<file path="src/rtl/hls_ctrl_pkg.sv">
// Shared definitions for the ap_ctrl_hs initiator and the future ap_ctrl_chain variant.
package hls_ctrl_pkg;

  typedef enum logic [2:0] {
    ST_IDLE      = 3'd0,
    ST_WAIT_IDLE = 3'd1,
    ST_START     = 3'd2,
    ST_RUN       = 3'd3,
    ST_ERR       = 3'd4
  } ctrl_state_e;

  localparam int unsigned DEFAULT_TIMEOUT = 32'd1048576;

  // Bit positions of the ap_ctrl signals in the HLS control/status register word.
  localparam int AP_START_BIT = 0;
  localparam int AP_DONE_BIT  = 1;
  localparam int AP_IDLE_BIT  = 2;
  localparam int AP_READY_BIT = 3;

  function automatic logic [3:0] ap_status_word(input logic start, input logic done,
                                                input logic idle, input logic ready);
    logic [3:0] w;
    w               = '0;
    w[AP_START_BIT] = start;
    w[AP_DONE_BIT]  = done;
    w[AP_IDLE_BIT]  = idle;
    w[AP_READY_BIT] = ready;
    return w;
  endfunction

endpackage

</file>
<file path="src/rtl/hls_ap_ctrl_master_if.sv">
// ap_ctrl_hs block-level handshake between the controller (master) and one kernel (slave).
interface hls_ap_ctrl_master_if;
  logic ap_start;
  logic ap_idle;
  logic ap_ready;
  logic ap_done;

  modport master (output ap_start, input ap_idle, input ap_ready, input ap_done);
  modport slave  (input ap_start, output ap_idle, output ap_ready, output ap_done);
endinterface

</file>
<file path="src/rtl/hls_run_timer.sv">
// Per-invocation cycle counter: saturating count, watchdog compare and latency latch.
module hls_run_timer #(
  parameter int          CYC_W   = 32,
  parameter int unsigned TIMEOUT = 32'd1048576
) (
  input  logic             ap_clk,
  input  logic             ap_rst_n,
  input  logic             run,
  input  logic             latch,
  output logic             expired,
  output logic [CYC_W-1:0] last_cycles
);

  localparam logic [CYC_W-1:0] CNT_MAX = '1;
  localparam logic [CYC_W-1:0] LIMIT   = CYC_W'(TIMEOUT);

  logic [CYC_W-1:0] cnt;
  logic [CYC_W-1:0] cnt_incl;

  // cnt_incl is the run length including the current cycle; a run may last
  // exactly LIMIT cycles, so a done in that cycle still wins over the watchdog.
  assign cnt_incl = (cnt == CNT_MAX) ? CNT_MAX : cnt + CYC_W'(1);
  assign expired  = run && (cnt_incl >= LIMIT);

  always_ff @(posedge ap_clk or negedge ap_rst_n) begin
    if (!ap_rst_n) begin
      cnt         <= '0;
      last_cycles <= '0;
    end else begin
      if (!run) cnt <= '0;
      else      cnt <= cnt_incl;
      if (latch) last_cycles <= cnt_incl;
    end
  end

endmodule

</file>
<file path="src/rtl/hls_ap_ctrl_master.sv">
// Initiator for ap_ctrl_hs kernels: runs a kernel N times with latency tracking and a watchdog.
//
//   state     | meaning
//   IDLE      | ready for a host command
//   WAIT_IDLE | waiting for the kernel to report ap_idle
//   START     | ap_start held high until ap_ready
//   RUN       | kernel accepted the start, waiting for ap_done
//   ERR       | watchdog expired, one cycle before returning to IDLE
module hls_ap_ctrl_master
  import hls_ctrl_pkg::*;
#(
  parameter int          CNT_W   = 16,
  parameter int          CYC_W   = 32,
  parameter int unsigned TIMEOUT = DEFAULT_TIMEOUT
) (
  input  logic                 ap_clk,
  input  logic                 ap_rst_n,
  input  logic                 cmd_valid,
  output logic                 cmd_ready,
  input  logic [CNT_W-1:0]     cmd_count,
  input  logic                 cmd_abort,
  hls_ap_ctrl_master_if.master ap,
  output logic                 busy,
  output logic                 done_pulse,
  output logic                 timeout_err,
  output logic [CNT_W-1:0]     runs_done,
  output logic [CYC_W-1:0]     last_cycles
);

  ctrl_state_e      state, state_nxt;
  logic [CNT_W-1:0] remaining;
  logic             load;
  logic             run_done;
  logic             timeout_hit;
  logic             done_nxt;
  logic             timer_run;
  logic             expired;

  // All status outputs decode directly from registers.
  assign cmd_ready   = (state == ST_IDLE);
  assign ap.ap_start = (state == ST_START);
  assign busy        = (state == ST_WAIT_IDLE) || (state == ST_START) || (state == ST_RUN);
  assign timer_run   = (state == ST_START) || (state == ST_RUN);

  hls_run_timer #(
    .CYC_W   (CYC_W),
    .TIMEOUT (TIMEOUT)
  ) u_run_timer (
    .ap_clk      (ap_clk),
    .ap_rst_n    (ap_rst_n),
    .run         (timer_run),
    .latch       (run_done),
    .expired     (expired),
    .last_cycles (last_cycles)
  );

  always_ff @(posedge ap_clk or negedge ap_rst_n) begin
    if (!ap_rst_n) state <= ST_IDLE;
    else           state <= state_nxt;
  end

  always_comb begin
    state_nxt   = state;
    load        = 1'b0;
    run_done    = 1'b0;
    timeout_hit = 1'b0;
    done_nxt    = 1'b0;
    case (state)
      ST_IDLE: begin
        if (cmd_valid) begin
          load = 1'b1;
          if (cmd_count == '0) done_nxt  = 1'b1;
          else                 state_nxt = ST_WAIT_IDLE;
        end
      end
      ST_WAIT_IDLE: begin
        if (ap.ap_idle) state_nxt = ST_START;
      end
      ST_START, ST_RUN: begin
        if (ap.ap_done) begin
          run_done = 1'b1;
          if ((remaining == CNT_W'(1)) || cmd_abort) begin
            state_nxt = ST_IDLE;
            done_nxt  = 1'b1;
          end else begin
            state_nxt = ST_WAIT_IDLE;
          end
        end else if (expired) begin
          state_nxt   = ST_ERR;
          timeout_hit = 1'b1;
          done_nxt    = 1'b1;
        end else if ((state == ST_START) && ap.ap_ready) begin
          state_nxt = ST_RUN;
        end
      end
      ST_ERR:  state_nxt = ST_IDLE;
      default: state_nxt = ST_IDLE;
    endcase
  end

  always_ff @(posedge ap_clk or negedge ap_rst_n) begin
    if (!ap_rst_n) begin
      remaining   <= '0;
      runs_done   <= '0;
      timeout_err <= 1'b0;
      done_pulse  <= 1'b0;
    end else begin
      done_pulse <= done_nxt;
      if (load) begin
        remaining   <= cmd_count;
        runs_done   <= '0;
        timeout_err <= 1'b0;
      end else if (run_done) begin
        remaining <= remaining - CNT_W'(1);
        runs_done <= runs_done + CNT_W'(1);
      end else if (timeout_hit) begin
        timeout_err <= 1'b1;
      end
    end
  end

endmodule

</file>
<file path="src/flat_wrapper.sv">
// flat-port wrapper written by rule: the top's interface ports become plain ports
module hls_ap_ctrl_master_flat import hls_ctrl_pkg::*;
#(
  parameter int          CNT_W   = 16,
  parameter int          CYC_W   = 32,
  parameter int unsigned TIMEOUT = DEFAULT_TIMEOUT
)
  (ap_clk, ap_rst_n, cmd_valid, cmd_ready, cmd_count, cmd_abort, busy, done_pulse, timeout_err, runs_done, last_cycles, ap_ap_start, ap_ap_idle, ap_ap_ready, ap_ap_done);
  hls_ap_ctrl_master_if ap_i ();
  input  logic ap_clk;
  input  logic ap_rst_n;
  input  logic cmd_valid;
  output logic cmd_ready;
  input  logic [CNT_W-1:0] cmd_count;
  input  logic cmd_abort;
  output logic busy;
  output logic done_pulse;
  output logic timeout_err;
  output logic [CNT_W-1:0] runs_done;
  output logic [CYC_W-1:0] last_cycles;
  output wire logic [$bits(ap_i.ap_start)-1:0] ap_ap_start;
  input wire logic [$bits(ap_i.ap_idle)-1:0] ap_ap_idle;
  input wire logic [$bits(ap_i.ap_ready)-1:0] ap_ap_ready;
  input wire logic [$bits(ap_i.ap_done)-1:0] ap_ap_done;
  assign ap_ap_start = ap_i.ap_start;
  assign ap_i.ap_idle = ap_ap_idle;
  assign ap_i.ap_ready = ap_ap_ready;
  assign ap_i.ap_done = ap_ap_done;
  hls_ap_ctrl_master #(.CNT_W(CNT_W), .CYC_W(CYC_W), .TIMEOUT(TIMEOUT)) u_core (.ap_clk(ap_clk), .ap_rst_n(ap_rst_n), .cmd_valid(cmd_valid), .cmd_ready(cmd_ready), .cmd_count(cmd_count), .cmd_abort(cmd_abort), .ap(ap_i), .busy(busy), .done_pulse(done_pulse), .timeout_err(timeout_err), .runs_done(runs_done), .last_cycles(last_cycles));
endmodule
</file>
<file path="config.mk">
export PLATFORM = sky130hd
export DESIGN_NAME = hls_ap_ctrl_master_flat
export DESIGN_NICKNAME = d
export VERILOG_FILES = /design/src/rtl/hls_ctrl_pkg.sv /design/src/rtl/hls_ap_ctrl_master_if.sv /design/src/rtl/hls_run_timer.sv /design/src/rtl/hls_ap_ctrl_master.sv /design/src/flat_wrapper.sv
export SDC_FILE = /design/constraint.sdc
export NUM_CORES = 1
export LEC_CHECK = 0
export ABC_AREA = 0
export BUFFER_PORTS_ARGS = -buffer_cell sky130_fd_sc_hd__buf_2
export CAP_MARGIN = 10
export CORE_MARGIN = 8
export CORE_UTILIZATION = 53
export CTS_BUF_LIST = sky130_fd_sc_hd__clkbuf_4
export DETAILED_ROUTE_END_ITERATION = 8
export GPL_TIMING_DRIVEN = 0
export PLACE_DENSITY = 0.81
export REMOVE_ABC_BUFFERS = 1
export SYNTH_ARGS = -nofsm -noshare
export SYNTH_HDL_FRONTEND = slang
export SYNTH_HIERARCHICAL = 1
export SYNTH_SLANG_ARGS = --single-unit
</file>
<file path="constraint.sdc">
create_clock -name ap_clk -period 2.53 [get_ports ap_clk]
set_clock_uncertainty 0.05 [all_clocks]
set_input_delay 0.506 -clock ap_clk [delete_from_list [all_inputs] [get_ports ap_clk]]
set_output_delay 0.506 -clock ap_clk [all_outputs]
set_load 0.02 [all_outputs]
</file>
Yosys cells after proc, flatten, opt, wreduce, memory -nomap -nowiden
Index checks and enable logic that the tools add are counted.

Register bits: 101. Input port bits: 23. Logic and storage cells: 63.

$add $sub $neg: 3. Magnitude comparators: 1. Equal/unequal tests: 10. Mux-type cells: 29. Reductions and logical operators: 13.

Operators with widths (count): 2-to-1 mux 16 bit (4); 2-to-1 mux 32 bit (2); adder 32 x 1 -> 32 bit (second input constant) (1); == test 32 bit (second input constant) (1); >= comparator 32 x 21 -> 1 bit (second input constant) (1); 2-to-1 mux 3 bit (6); adder 16 x 1 -> 16 bit (second input constant) (1); == test 16 x 1 -> 1 bit (second input constant) (1); zero test 16 bit (1); subtractor 16 x 1 -> 16 bit (second input constant) (1); 2-to-1 mux 1 bit (15); one-hot mux 3 bit (3 select lines) (1); == test 3 x 2 -> 1 bit (second input constant) (2); != test 2 bit (second input constant) (3); logical OR 1 bit (4); != test 4 x 2 -> 1 bit (second input constant) (1); AND reduction 4 bit (1); nonzero test 2 bit (2); == test 3 x 1 -> 1 bit (second input constant) (1); zero test 3 bit (1); logical AND 1 bit (2); != test 2 x 1 -> 1 bit (second input constant) (1); one-hot mux 1 bit (2 select lines) (1); AND reduction 2 bit (1); OR reduction 2 bit (1).

Logic depth before layout (Yosys ltp)
Gate-level depths: netlist of run 1.

Depth in word-level cells: 10. Gate-level depth with buffers: 12. Depth with buffers taken out: 11.

Modules after synthesis
Netlist of run 1, hierarchy kept.

Modules (own cells, without submodules): hls_run_timer (times used 1, cells each 294, area an instance 3005.4 um^2); hls_ap_ctrl_master (times used 1, cells each 228, area an instance 2033.2 um^2).

Least setup slack after synthesis of run 1
No wires, ideal clock.

Path type: register to register. From: register u_core.u_run_timer.cnt[0]. To: register u_core.state[0]. Setup time: 147 ps. Arrival: 2392 ps. Data required time: 2333 ps. Slack: -59 ps. Stages on the path, launching flop included: 13. Cells stage by stage: dfrtp_1 -> ha_1 -> nand3_1 -> nor4_4 -> buf_2 -> nand3_1 -> mux2i_1 -> nor4_2 -> a41oi_2 -> nor3_1 -> a21oi_1 -> o21bai_1 -> a311oi_1.

Cells in the longest elaborated chain, start to end: 7.

Ends and longest elaborated chain: from (decl) (RTL line hls_run_timer.sv:17) `logic [CYC_W-1:0] cnt;`; from (signal assigned) (RTL line hls_run_timer.sv:31) `else cnt <= cnt_incl;`; adder 32 x 1 -> 32 bit or == test 32 bit (tied branches) (RTL line hls_run_timer.sv:22) `assign cnt_incl = (cnt == CNT_MAX) ? CNT_MAX : cnt + CYC_W'(1);`; 2-to-1 mux 32 bit (*) (RTL line hls_run_timer.sv:22); >= comparator 32 x 21 -> 1 bit (*) (RTL line hls_run_timer.sv:23) `assign expired = run && (cnt_incl >= LIMIT);`; logical AND 1 bit (*) (RTL line hls_run_timer.sv:23); net u_core.expired (RTL line hls_ap_ctrl_master.sv:37) `logic expired;`; 2-to-1 mux 3 bit (RTL line hls_ap_ctrl_master.sv:88) `end else if (expired) begin`; 2-to-1 mux 3 bit (RTL line hls_ap_ctrl_master.sv:80) `if (ap.ap_done) begin`; one-hot mux 3 bit (3 select lines) (RTL line hls_ap_ctrl_master.sv:68) `case (state)`; to (signal assigned) (RTL line hls_ap_ctrl_master.sv:59) `else state <= state_nxt;`; to (decl) (RTL line hls_ap_ctrl_master.sv:30) `ctrl_state_e state, state_nxt;`.

Mark *: on every way through the listed nets, which the timed path passes. The rest lies on a longest branch. A chain may end at the register's enable or synchronous reset.

Final worst setup path of run 1
From: register u_core.u_run_timer.cnt[4]. To: register u_core.state[0].

The elaborated chain is that of the path after synthesis.

==> results of run 1 <==
[routing by layer]
metal	vias up	GRT usage, %	part of all wire (%)	wire [um]
li1	2149	-	-	-
met1	2271	24.0	41	5510
met2	169	32.9	51	6870
met3	21	4.75	5.7	767
met4	0	4.53	1.7	226
met5	-	0	0	0
[flip-flops by register name (all words and copies together) (netlist names)]
| signal | count |
|---|---|
| u_core/u_run_timer/last_cycles | 32 |
| u_core/runs_done | 16 |
| u_core/done_pulse | 1 |
| u_core/u_run_timer/cnt | 32 |
| u_core/timeout_err | 1 |
| u_core/state | 3 |
| u_core/remaining | 16 |
[power breakdown]
part	leakage (nW)	internal, mW	switching [mW]
clock	0.0806	0.405	0.553
combinational	1.52	0.656	1.17
sequential	1.30	2.00	0.347
[stage by stage]
stage | TNS, ns | setup WS (ns) | instances
final | -0.280 | -0.184 | 775
after global routing | -0.925 | -0.294 | 775
after CTS | -0.362 | -0.172 | 747
after detailed placement | -26.96 | -1.27 | 709
after global placement | -121.72 | -2.90 | 704
after floorplan | -27.78 | -1.23 | 500
[cells in the mapped netlist, types with 12 or more instances]
cell	n
inv_1	15
nand2_1	34
clkbuf_1	21
nor4_1	12
nand3_1	25
o21ai_0	15
a21oi_1	40
dfrtp_1	101
xor2_1	19
xnor2_1	12
a31oi_1	24
nand4_1	13
nor2_1	78
[cell type report]
cell class / count / area share [%]
clock inverter: 7 / 1.51
multi-input combinational: 382 / 40.9
tap: 129 / 2.52
sequential: 101 / 39.7
inverter: 17 / 1.19
clock buffer: 9 / 1.06
timing repair buffer: 130 / 13.1
[worst register-to-register path: cells and delay by family (launching register included)]
kind / cells / cell delay [ns]
simple gates: 4 / 0.95
compound gates: 6 / 0.82
buf+inv: 2 / 0.34
flops: 1 / 0.44
[worst paths after layout]
check	from	slack [ns]	to
hold reg to reg	u_core/u_run_timer/last_cycles[27]	0.47	u_core/u_run_timer/last_cycles[27]
hold / removal	ap_rst_n	0.01	u_core/u_run_timer/last_cycles[23]
min in group ap_clk	cmd_count[8]	0.21	u_core/remaining[8]
setup / recovery	u_core/u_run_timer/cnt[4]	-0.18	u_core/state[0]
max in group asynchronous	ap_rst_n	1.74	u_core/remaining[4]
setup reg to reg	u_core/u_run_timer/cnt[4]	-0.18	u_core/state[0]
[cells by family (layout without fill, tap and decap cells)]
family	after synthesis	count (layout)
AOI/OAI and AO/OA	112	112
adders and majority gates	4	4
and+or+nand+nor	226	226
DFF	101	101
muxes	9	9
buffers and inverters	39	163
xor gates and xnor gates	31	31
[timing repair]
action | CTS | global route
buffers inserted | 22 | 29
cloned | 0 | 0
pin swaps | 9 | 16
resized for setup | 19 | 39
setup endpoints to repair | 77 | 10
==> impl_metrics.tcl, run 1 <==
set metrics [dict create \
    root_buffer "clkbuf_4" \
    cpPeakStageDelay_ns 0.44 \
    synth_area_leaders "dfrtp_1 (50%), nor2_1 (5.8%), a21oi_1 (4.0%), xor2_1 (3.3%), a31oi_1 (3.0%)" \
    yosysTopAreaCellShare_pct 50.2 \
    design_area_sq_um 6400 \
    antenna_cells 0 \
    cts.clk_slew.worst_paths_ns 0.16 \
    cp_max_fo 6 \
    slew_violations 0 \
    setup_viol 3 \
    final_util_pct 69.2 \
    first_iter_violations 259 \
    synth_cell_type_count 57 \
    placementRows 35 \
    yosys_warnings 6 \
    synthArstFlopShare_pct 100 \
    synthXorXnorAreaFrac_pct 5.39 \
    slew_headroom_pct 53.3 \
    reg2regPathDepth 12 \
    numCtsBuffers 9 \
    grt_pass1_vias 4328 \
    io_buffer_count 75 \
    regArea_sq_um 2540 \
    tightest_slew_ns 0.700 \
    wl_per_cell_um 17.3 \
    path_cells "nand4_4 -> nor4_4 -> buf_4 -> buf_4 -> a21o_1 -> and3_4 -> o211a_4 -> a41oi_4 -> nor3_2 -> a21oi_1 -> o21bai_1 -> a311oi_2" \
    max_cap_viol_count 0 \
    vias 4610 \
    end_kind "register" \
    fin_nets 668 \
    ir_drop_mv 0.587 \
    fin_ws_ns -0.184 \
    place_area_sq_um 5580 \
    dr.pass1.iters 4 \
    clk_latency_ns 0.46 \
    holdWs_ns 0.0138 \
    grt_use_total_pct 19.3 \
    outcome "finished with violations" \
    timing.final.crit_period_ns 2.71 \
    hold_violations 0 \
    multi_input_area_sq_um 2620 \
    grt_max_degree 67 \
    synth_compound_area_share_pct 14.0 \
    power.total_mw 5.13 \
    ant_nets 0 \
    wl_um 13400 \
    dp_hpwl_um 8260 \
    synth_top_family_by_area "simple AND/OR/NAND/NOR gates" \
    area_growth_pct 26.9 \
    htreeDepth 3 \
    io-pin-count 76 \
    synth_seq_cells 101 \
    path_depth 12 \
    path_delay_family "simple AND/OR/NAND/NOR gates" \
    cp_num_buf_inv 2 \
    synth_edf_count 0 \
    rsz0062_at_grt "true" \
    grt_pass1_wl_um 20500 \
    synth_cells 522 \
    core_sq_um 9240 \
    clock.fmax_ghz 0.368 \
    arrival_ns 2.99 \
    die_x_um 114 \
    drc_errors 0 \
    clk_path_buf_depth 2 \
    cp_slowest_cell "dfrtp_2" \
    fin_crit_sh_pct 107 \
    synth_fa_ha_area_share_pct 0.993 \
    worst_ep_required_time_ns 2.80 \
    syn-cell-area_sq_um 5040 \
    antenna_found_initial 0 \
    synth_ff_type "dfrtp_1" \
    avgSynthCellArea_sq_um 9.65 \
    final_common_cell "dfrtp_1" \
    synthSimpleGateAreaFrac_pct 24.6 \
    worst_path_most_repeated_cell "buf_4" \
    synth_top_cell_by_area "dfrtp_1" \
    die_h_um 114 \
    synthMuxAreaShare_pct 1.94 \
    die_area_sq_um 12900 \
    cts_tree "built" \
    cts_hold_buffers 0 \
    clkSinkCount 101 \
    grt_overflow 0 \
    crit_path_start_kind "register" \
    filler_cell_count 700 \
    critPathKind "register to register" \
    start_util_pct 54.5 \
    seq_area_frac_synth_pct 50.2 \
    routed_via_density 5.95 \
    leakage_nw 2.91 \
    power.density_nw_per_um2 802 \
    min_path_type "input port to async pin" \
    gp_congestion 0.878 \
    drive_gt1_share_pct 32.7 \
    layout_common_cells "dfrtp_1 (93), buf_2 (74), nor2_1 (74)" \
    violations "negative setup slack" \
]
No activity file was read; power rests on OpenSTA's default activity.
==> run 2: changes to the inputs <==
- CORE_UTILIZATION: 53 -> 60
- GPL_TIMING_DRIVEN: 0 -> not set
- PLACE_DENSITY: 0.81 -> 0.86
- clock period: 2.53 -> 3.2 ns (I/O delays scaled with it)
==> impl_metrics.tcl, run 2 (synthesis gave the netlist of run 1 again) <==
set metrics [dict create \
    fin_nets 622 \
    dp_hpwl_um 8370 \
    core_sq_um 8180 \
    slew_violations 0 \
    wl_per_cell_um 16.6 \
    p_switching_mw 1.59 \
    cts.clk_slew.worst_paths_ns 0.15 \
    outcome "finished, final reports clean" \
    critPathKind "register to register" \
    wl_um 11700 \
    filler_cell_count 637 \
    layout_common_cells "dfrtp_1 (101), nor2_1 (78), buf_2 (74)" \
    slew_headroom_pct 61.9 \
    clk_path_buf_depth 2 \
    antenna_found_initial 0 \
    dr.pass1.iters 5 \
    die_h_um 108 \
    numCtsBuffers 9 \
    setup_viol 0 \
    die_x_um 108 \
    grt_use_total_pct 21.0 \
    grt_max_degree 59 \
    grt_pass1_wl_um 20000 \
    crit_path_start_kind "register" \
    dp.cells 689 \
    drc_errors 0 \
    cp_max_fo 14 \
    first_iter_violations 201 \
    grt_pass1_vias 4388 \
    antenna_cells 0 \
    io-pin-count 76 \
    worst_ep_required_time_ns 3.45 \
    power.internal_mw 2.37 \
    finalNonFillerCells 705 \
    cts_hold_buffers 0 \
    min_path_type "input port to async pin" \
    ir_drop_mv 0.536 \
    fin_crit_sh_pct 90.2 \
    p_sw_share_pct 40.1 \
    grt_overflow 0 \
    die_area_sq_um 11600 \
    htreeDepth 3 \
    io_buffer_count 75 \
    seq_power_share_pct 47.1 \
    arrival_ns 3.14 \
    holdWs_ns 0.114 \
    clkSinkCount 101 \
    rsz0062_at_grt "false" \
    max_cap_viol_count 0 \
    cts_tree "built" \
    cts_resized 0 \
    combPwrFrac_pct 34.6 \
    clock.fmax_ghz 0.347 \
    gp_congestion 0.885 \
    end_kind "register" \
    drive_gt1_share_pct 21.2 \
    post_cts_buffers 0 \
    clockPowerShare_pct 18.3 \
    area_growth_pct 13.4 \
    vias 4346 \
    clk_latency_ns 0.44 \
    placementRows 33 \
    leakage_nw 2.58 \
    hold_violations 0 \
    tightest_slew_ns 0.567 \
    start_util_pct 61.6 \
    power.density_nw_per_um2 692 \
    startpoint "u_core/u_run_timer/cnt[0]" \
    root_buffer "clkbuf_4" \
    final_common_cell "dfrtp_1" \
    ant_nets 0 \
    reg_top3 "u_core/u_run_timer/cnt (32), u_core/u_run_timer/last_cycles (32)" \
    timing.final.crit_period_ns 2.89 \
    routed_via_density 6.16 \
    r2r_start "u_core/u_run_timer/cnt[0]" \
]
run 2: final cells by class:
class	instances	area, sq um	share of cell area, %
Timing Repair Buffer	84	458	8.02
Clock inverter	7	90.1	1.58
Multi-Input combinational cell	382	2370	41.6
Inverter	17	63.8	1.12
Tap cell	105	131	2.30
Clock buffer	9	67.6	1.18
Sequential cell	101	2530	44.2
run 2: through the flow:
step	setup slack (ns)	setup TNS (ns)	instance area (sq um)	power, mW	util [%]
2_1_floorplan	-0.596	-4.79	4950	2.74	-
3_3_place_gp	0.463	0	5550	3.20	67.9
3_5_place_dp	0.282	0	5550	3.27	67.9
4_1_cts	0.264	0	5710	3.98	69.8
5_1_grt	0.0553	0	5710	4.23	69.9
6_report	0.315	0	5710	3.96	69.9
run 2: critical path, cell delays in order, from the launching register on:
cell and delay, ns:
dfrtp_1 0.45, ha_1 0.24, nand3_2 0.18, nor4_4 0.24, buf_4 0.24, nand2_1 0.10, mux2_2 0.31, nor3b_1 0.24
a41oi_2 0.18, nor3_1 0.20, a21oi_1 0.09, o21bai_1 0.16, a311oi_1 0.06
run 2: per-layer routing:
metal / share of wire (%) / vias to the layer above / global-route usage [%]
met2: 49 / 161 / 34.7
met3: 6.3 / 19 / 4.43
met4: 1.6 / 0 / 7.63
li1: - / 2044 / -
met1: 43 / 2122 / 26.5
met5: 0 / - / 0
run 2: power groups by stage:
stage                     registers [mW]  logic [mW]  clock network (mW)
after floorplan                     2.07       0.670                   0
after global placement              1.86        1.34                   0
after detailed placement            1.89        1.38                   0
after CTS                           1.86        1.38               0.737
after global routing                1.92        1.51               0.796
final                               1.86        1.37               0.724
run 2: worst paths after layout:
| check | cells past startpoint | slack, ns | endpoint |
|---|---|---|---|
| worst max-delay path | 12 | 0.31 | u_core/state[0] |
| worst max register to register | 12 | 0.31 | u_core/state[0] |
| worst min-delay path | 1 | 0.11 | u_core/u_run_timer/last_cycles[17] |
| min in group ap_clk | 3 | 0.37 | u_core/remaining[8] |
| max in group asynchronous | 2 | 2.29 | u_core/u_run_timer/cnt[24] |
| worst min register to register | 2 | 0.48 | u_core/timeout_err |
==> run 3: changes to the inputs <==
- REMOVE_ABC_BUFFERS: 1 -> not set
- SLEW_MARGIN: not set -> 20
==> impl_metrics.tcl, run 3 (synthesis gave the netlist of run 1 again) <==
set metrics [dict create \
    outcome "finished, final reports clean" \
    setup_viol 0 \
    die_x_um 108 \
    io_buffer_count 75 \
    wl_per_cell_um 17.1 \
    area_growth_pct 12.7 \
    power.density_nw_per_um2 679 \
    wl_um 12100 \
    rsz0062_at_grt "false" \
    final_common_cell "dfrtp_1" \
    root_buffer "clkbuf_4" \
    setup_tns_ns 0 \
    design_area_sq_um 5680 \
    worst_ep_required_time_ns 3.46 \
    antenna_found_initial 0 \
    post-place-ws_ns 0.272 \
    drc_errors 0 \
    clk_latency_ns 0.45 \
    htreeDepth 3 \
    ant_nets 0 \
    vias 4273 \
    clock.fmax_ghz 0.347 \
    end_kind "register" \
    arrival_ns 3.14 \
    syn-num-nets 549 \
    crit_path_start_kind "register" \
    reg2regPathDepth 10 \
    drive_gt1_share_pct 21.3 \
    gp_congestion 0.892 \
    filler_cell_count 682 \
    fin_nets 624 \
    antenna_cells 0 \
    grt_max_degree 63 \
    r2r-end "u_core/state[0]" \
    fin_crit_sh_pct 90.0 \
    clk_path_buf_depth 2 \
    grt_pass1_vias 4257 \
    io-pin-count 76 \
    crit_end "u_core/state[0]" \
    die_area_sq_um 11600 \
    cts_tree "built" \
    die_h_um 108 \
    finalNonFillerCells 707 \
    dp_hpwl_um 8720 \
    grt_use_total_pct 21.6 \
    clkSinkCount 101 \
    cts.clk_slew.worst_paths_ns 0.17 \
    dp.cells 690 \
    start_util_pct 61.6 \
    cp_max_fo 10 \
    place_area_sq_um 5550 \
    max_cap_viol_count 0 \
    routed_via_density 6.04 \
    hold_violations 0 \
    core_sq_um 8180 \
    grt_pass1_wl_um 20400 \
    grt_overflow 0 \
    critPathKind "register to register" \
    fin_ws_ns 0.322 \
    numCtsBuffers 9 \
    startpoint "u_core/u_run_timer/cnt[11]" \
    min_path_type "input port to async pin" \
    tightest_slew_ns 0.611 \
    ir_drop_mv 0.478 \
    slew_violations 0 \
    dr.pass1.iters 5 \
    leakage_nw 2.57 \
    cts_resized 0 \
    slew_headroom_pct 59.0 \
    layout_common_cells "dfrtp_1 (101), nor2_1 (78), buf_2 (74)" \
    ff2ff_setup_slack_ns 0.32 \
    first_iter_violations 274 \
    timing.final.crit_period_ns 2.88 \
    r2r_start "u_core/u_run_timer/cnt[11]" \
    placementRows 33 \
    reg_top3 "u_core/u_run_timer/cnt (32), u_core/u_run_timer/last_cycles (32)" \
    power.total_mw 3.85 \
]
-- run 3: worst min path at each step --
stage	from	to	slack [ns]	cells past startpoint
after floorplan	ap_rst_n	u_core/done_pulse	0.29	0
after global placement	u_core/u_run_timer/last_cycles[27]	u_core/u_run_timer/last_cycles[27]	0.44	1
after detailed placement	u_core/u_run_timer/last_cycles[31]	u_core/u_run_timer/last_cycles[31]	0.44	1
after CTS	ap_rst_n	u_core/u_run_timer/last_cycles[18]	0.13	1
after global routing	ap_rst_n	u_core/u_run_timer/last_cycles[16]	0.14	1
final	ap_rst_n	u_core/u_run_timer/last_cycles[18]	0.12	1
-- run 3: layer usage --
| layer | share of wire (%) | track usage [%] | wire, um | up-vias |
|---|---|---|---|---|
| met2 | 49 | 36.1 | 5910 | 171 |
| met4 | 0.70 | 5.55 | 85 | 0 |
| li1 | - | - | - | 2069 |
| met5 | 0 | 0 | 0 | - |
| met1 | 43 | 28.3 | 5180 | 2022 |
| met3 | 7.3 | 4.01 | 880 | 11 |
-- run 3: what timing repair did --
item                       in CTS  in global routing
buffers inserted                0                  1
setup endpoints to repair       0                  1
hold buffers                    0                  0
-- run 3: stage by stage --
step                      hold slack (ns)  utilization [%]
final                               0.125             69.5
after global routing                0.141             69.5
after CTS                           0.130             69.4
after detailed placement            0.442             67.8
after global placement              0.436             67.8
after floorplan                     0.294                -
-- run 3: worst max-delay path: stages (launching register included) --
cell      delay, ns
dfrtp_1        0.47
nand4_4        0.17
nor4_4         0.63
a41o_1         0.30
nand2_1        0.07
nor4_2         0.32
a41oi_2        0.19
nor3_1         0.22
a21oi_1        0.09
o21bai_1       0.16
a311oi_1       0.06
-- run 3: report_power, final --
part           total [mW]  internal (mW)  switching, mW  leakage [nW]
combinational        1.37          0.469          0.899          1.19
clock               0.615          0.171          0.445        0.0636
sequential           1.87           1.58          0.289          1.32
total                3.85           2.22           1.63          2.57
-- run 3: cell type report --
type	count	area, sq um	area share, %
flip-flops and latches	101	2530	44.5
well taps	105	131	2.31
multi-input cells	382	2370	41.7
repair buffers	86	460	8.11
inverters	17	63.8	1.12
clock buffers	9	67.6	1.19
clock inverters	7	58.8	1.04
